==> config.mk <==
export PLATFORM = sky130hd
export DESIGN_NAME = iiitb_piso_tx
export DESIGN_NICKNAME = d
export VERILOG_FILES = /design/src/rtl/iiitb_sipo_pkg.sv /design/src/rtl/iiitb_piso_tx.sv
export SDC_FILE = /design/constraint.sdc
export NUM_CORES = 1
export LEC_CHECK = 0
export ABC_AREA = 0
export CAP_MARGIN = 20
export CORE_UTILIZATION = 35
export DETAILED_ROUTE_END_ITERATION = 7
export SETUP_SLACK_MARGIN = 0.4
export SLEW_MARGIN = 15
export SYNTH_ARGS = -nofsm -noshare
export SYNTH_HDL_FRONTEND = slang
export SYNTH_SLANG_ARGS = --single-unit
export TNS_END_PERCENT = 5
==> constraint.sdc <==
create_clock -name wb_clk_i -period 1.94 [get_ports wb_clk_i]
set_clock_uncertainty 0.2 [all_clocks]
set_input_delay 0.291 -clock wb_clk_i [delete_from_list [all_inputs] [get_ports wb_clk_i]]
set_output_delay 0.291 -clock wb_clk_i [all_outputs]
set_load 0.02 [all_outputs]
==> src/rtl/iiitb_sipo_pkg.sv <==
// Shared definitions for the iiitb serial link: the transmitter-side FSM
// states and the default word width used by both iiitb_piso_tx and iiitb_sipo.
package iiitb_sipo_pkg;

  localparam int DEFAULT_WIDTH = 4;

  typedef enum logic {
    IDLE  = 1'b0,
    SHIFT = 1'b1
  } state_t;

endpackage

==> src/rtl/iiitb_piso_tx.sv <==
// Parallel-in serial-out transmitter. A word is parked in a holding register,
// then moved into a shifter and sent LSB first, one bit per clock, framed by
// ser_frame. A waiting word is reloaded on the last bit edge, so consecutive
// frames run back-to-back with no idle gap.
module iiitb_piso_tx
  import iiitb_sipo_pkg::*;
#(
  parameter int WIDTH = DEFAULT_WIDTH
) (
  input  logic             wb_clk_i,
  input  logic             wb_rst_i,
  input  logic [WIDTH-1:0] in_data,
  input  logic             in_valid,
  output logic             in_ready,
  input  logic             tx_en,
  output logic             ser_out,
  output logic             ser_frame,
  output logic             word_done,
  output logic             busy
);

  // A one-bit frame still needs a one-bit counter to stay legal.
  localparam int CW = (WIDTH > 1) ? $clog2(WIDTH) : 1;
  localparam logic [CW-1:0] LAST_CNT = CW'(WIDTH - 1);

  state_t           state;
  state_t           state_nxt;
  logic [WIDTH-1:0] hold_reg;
  logic             hold_full;
  logic [WIDTH-1:0] shifter;
  logic [CW-1:0]    cnt;
  logic             last_bit;
  logic             load;
  logic             accept;

  // Decode the last bit of a frame and whether the held word moves into the shifter this cycle.
  always_comb begin
    last_bit = (state == SHIFT) && (cnt == LAST_CNT);
    load     = hold_full && tx_en && ((state == IDLE) || last_bit);
  end

  // Ready depends only on registered state and tx_en, so a word can always slot in behind a transfer.
  assign in_ready  = !hold_full || load;
  assign accept    = in_valid && in_ready;

  assign ser_frame = (state == SHIFT);
  assign ser_out   = (state == SHIFT) ? shifter[0] : 1'b0;
  assign word_done = last_bit;
  assign busy      = hold_full || (state == SHIFT);

  // State register.
  always_ff @(posedge wb_clk_i or posedge wb_rst_i) begin
    if (wb_rst_i) begin
      state <= IDLE;
    end else begin
      state <= state_nxt;
    end
  end

  // Next state: start a frame on load, stay in SHIFT across a back-to-back reload.
  always_comb begin
    state_nxt = state;
    case (state)
      IDLE: begin
        if (load) begin
          state_nxt = SHIFT;
        end
      end
      SHIFT: begin
        if (last_bit && !load) begin
          state_nxt = IDLE;
        end
      end
      default: state_nxt = IDLE;
    endcase
  end

  // Holding register, shifter and bit counter.
  always_ff @(posedge wb_clk_i or posedge wb_rst_i) begin
    if (wb_rst_i) begin
      hold_reg  <= '0;
      hold_full <= 1'b0;
      shifter   <= '0;
      cnt       <= '0;
    end else begin
      if (accept) begin
        hold_reg <= in_data;
      end
      if (accept) begin
        hold_full <= 1'b1;
      end else if (load) begin
        hold_full <= 1'b0;
      end
      if (load) begin
        shifter <= hold_reg;
        cnt     <= '0;
      end else if (state == SHIFT) begin
        shifter <= shifter >> 1;
        cnt     <= cnt + 1'b1;
      end
    end
  end

endmodule
# Word-level counts from Yosys, hierarchy flattened
# Cells that the tools add are included.
# word_totals
register_bits	12
in_bits	8
output_inout_bits	5
wordCells	30
# op_classes
n_addsub	1
n_eq_ne	1
n_mux	10
bitwise	1
n_reduce_logical	12
# op_table
op	n
4-bit two-way mux	2
1-bit logical AND	5
1-bit two-way mux	5
2-bit two-way mux	2
2-bit nonzero test	2
1-bit logical OR	3
2-bit by 1-bit adder with 2-bit output (second input constant)	1
2-bit equality test (second input constant)	1
1-bit zero test	2
1-bit one-hot mux with 2 select lines	1
1-bit inverter	1

# Longest topological paths before layout
# depth
depth_word	8
ltp_mapped	5
depth_no_buf	5

# Worst setup path after synthesis
# No wires, ideal clock.
# synth_path
path_type	reg2reg
startpoint	register state (netlist: ser_frame)
endpoint	register hold_reg[0]
arrival_time_ps	1309
required_ps	1615
slack_ps	306
stages_incl_launch_ff	5
n_path_buf	0
period_less_slack_ps	1634
cell_sequence	dfrtp_1 > nor2b_4 > o21ai_4 > nand2_4 > mux2_4
# synth_between
elab_chain_len	5
word_cells_on_any_way	6
classes_between	bitwise: 1; reduce/logical: 5
# synth_lines
item	line	text
start, declared	iiitb_piso_tx.sv:26	state_t state;
start signal, assigned	iiitb_piso_tx.sv:56	state <= state_nxt;
1-bit logical AND / 1-bit inverter (equally long branches)	iiitb_piso_tx.sv:38, iiitb_piso_tx.sv:39	
1-bit logical OR (*)	iiitb_piso_tx.sv:39	load = hold_full && tx_en && ((state == IDLE) || last_bit);
1-bit logical AND (*)	iiitb_piso_tx.sv:39	
1-bit logical OR (*)	iiitb_piso_tx.sv:43	assign in_ready = !hold_full || load;
named net in_ready	iiitb_piso_tx.sv:14	output logic in_ready,
1-bit logical AND (*)	iiitb_piso_tx.sv:44	assign accept = in_valid && in_ready;
end signal, assigned	iiitb_piso_tx.sv:87	hold_reg <= in_data;
end, declared	iiitb_piso_tx.sv:28	logic [WIDTH-1:0] hold_reg;
# The timed path passes the listed nets; every way through them passes the cells marked *.
# A chain may end at the register's enable or synchronous reset.

# Final worst setup path
# layout_path
startpoint	register state (netlist: ser_frame)
endpoint	output port busy
# layout_between
elab_chain_len	1
# layout_lines
item	line	text
1-bit logical OR	iiitb_piso_tx.sv:49	assign busy = hold_full || (state == SHIFT);
end, declared	iiitb_piso_tx.sv:19	output logic busy
# Every way passes these cells.

==> summary.txt <==
Setup path
  – Crit path launch type: flop
  – R2R cell count: 6
  – R2R setup slack: 280 ps
  – Critical R2R Launch: cnt[1]
  – Crit. Startpoint: ser_frame
  – Worst EP required: 1450 ps
  – Worst-path fanout max: 3
  – CP Class: reg -> out
  – Worst reg2reg path endpoint: hold_reg[0]
  – Arrival @ worst endpoint: 1210 ps
  – Crit. End Element: primary output

Floorplanning
  – Die ar.: 1790 um^2
  – Die X: 42.3 um
  – Die height: 42.3 um
  – Num ports: 13
  – Core area: 1510 um^2
  – Site row count: 14
  – Initial Util: 0.377

Synthesis
  – Dominant cell type by area after synthesis: dfrtp_1
  – Avg Inst Size Synth: 12.6 um^2
  – Post-synthesis register bit count: 12
  – Mapped cell area: 568 um^2
  – Synth top area cells: dfrtp_1, mux2_4, mux2i_1
  – Cells after synthesis: 45
  – Register area share after synthesis: 0.529
  – Top cell type's share of synthesized area: 0.529
  – Ys Warns: 0
  – Syn Nets: 54
  – Cell variety after synth: 20

Clocking
  – H-tree depth: 1
  – CTS tree: done
  – CTS Sinks: 12
  – Num CTS Buffers: 3
  – Clock transition at path regs: 80 ps
  – Max Buffers Root-to-Sink: 2
  – Clock Latency Late Sink: 270 ps
  – Clk root buf: clkbuf_4

Power and ir drop
  – Cell area power density: 1580 nW/um^2
  – Max IR drop VDD: 0.900 mV
  – Tot Pwr: 1.25 mW
  – Static Leak: 0.379 nW

Final layout
  – Commonest cells after routing, fill and taps aside: dfrtp_1, buf_4, clkdlybuf4s50_1
  – Fraction of layout cells with a size suffix above 1: 0.377
  – Diode count: 0
  – Nets: 79
  – Most common cell after layout, fill and taps aside: dfrtp_1
  – Synth-to-Final Area Change: 39.0%

Timing
  – Slew HR: 0.688
  – Worst Slack Setup Final: 241 ps
  – Tmin final: 1700 ps
  – Worst-Margin Slew: 467 ps
  – Unrepaired setup endpoints after global routing: true
  – Fmax: 0.589 GHz
  – Setup Viol. Count Final: 0
  – Pins Over Slew Limit: 0
  – Final Hold Vio Count: 0
  – WHS: 129 ps
  – Setup tns final: 0 ps
  – Final period util: 0.876

Detailed routing
  – DRC errors left: 0
  – WL final: 977 um
  – Routed Antenna Nets: 0
  – Drt pass-1 iters: 4
  – Initial DRC count: 5
  – Via density: 4.71
  – Via Count: 400
  – Detailed-route wire length per cell: 11.5 um

Hold path
  – Min-delay worst type: in -> async

GRT
  – Vias in the first global route: 380
  – Total Routing Usage GR: 0.128
  – GRT overflow: 0
  – Initial antenna violation count: 0
  – First-pass GRT wire length: 1.64 mm
  – Largest net degree at the start of global routing: 13

Placement
  – HPWL Detailed: 654 um
  – Pre-CTS worst setup slack: -205 ps
  – IO buf count: 12
  – RePlAce Congestion: 0.622

Status
  – Outcome: complete, no violations

Run
  – Maximum capacitance violations: 0
## report_power, final
| part | switching (mW) | internal [mW] | total, mW |
|---|---|---|---|
| Clock | 0.0811 | 0.0796 | 0.161 |
| Sequential | 0.0598 | 0.364 | 0.424 |
| Combinational | 0.292 | 0.371 | 0.664 |
| Total | 0.433 | 0.815 | 1.25 |
## cell type report
| type | instances | area [um^2] |
|---|---|---|
| timing repair buffer | 20 | 171 |
| inverter | 4 | 15.0 |
| multi-input combinational | 29 | 255 |
| sequential | 12 | 302 |
| tap | 16 | 20.0 |
| fill | 152 | 717 |
| clock buffer | 4 | 26.3 |
## critical path, cell delays in order, from the launching register on
cell             delay [ps]
dfrtp_2                 410
or2_2                   270
clkdlybuf4s15_2         250
## cell usage after synthesis
master    number
a21oi_1        1
mux2i_1        3
or2_2          1
nor2_1         1
and2_1         2
a221oi_1       1
inv_1          4
nor2_4         1
ha_1           1
a22o_1         1
o21ai_0        3
nand2b_1       1
or2b_1         1
mux2_4         4
dfrtp_1       12
nor2b_4        1
o21ai_4        1
nand2_1        4
xnor2_1        1
nand2_4        1
## per-layer routing
metal / global-route usage / up-vias / routed length (um)
met5: 0 / - / 0
met2: 0.175 / 12 / 458
li1: - / 199 / -
met4: 0.0750 / 0 / 17
met1: 0.170 / 187 / 446
met3: 0.0517 / 2 / 54
## worst max path at each step
stage                       end  slack (ps)
floorplan           hold_reg[0]         350
global placement       in_ready        -200
detailed placement     in_ready        -200
CTS                    in_ready         210
global route           in_ready         190
finish                     busy         240
## per-stage QoR
stage          cells  utilization  cell area, um^2
5_1_grt           85        0.524              790
2_1_floorplan     45            -              572
6_report          85        0.524              790
3_3_place_gp      76        0.488              734
4_1_cts           84        0.519              782
3_5_place_dp      76        0.488              734
## cell families after synthesis
family / Yosys count / share of synthesized area
adders and majority gates: 1 / 0.0220
AOI/OAI and AO/OA: 7 / 0.0947
muxes: 7 / 0.159
xor gates and xnor gates: 1 / 0.0154
buffers and inverters: 4 / 0.0264
and+or+nand+nor: 13 / 0.154
DFF: 12 / 0.529
## timing repair
| action | in CTS | in global routing |
|---|---|---|
| hold buffers | 0 | 0 |
| gates cloned | 0 | 0 |
| setup buffers | 4 | 1 |
| resized for setup | 18 | 0 |
| setup endpoints to repair | 9 | 14 |
| pin swaps | 2 | 1 |
Note: power is estimated with default switching activity, not from simulation.
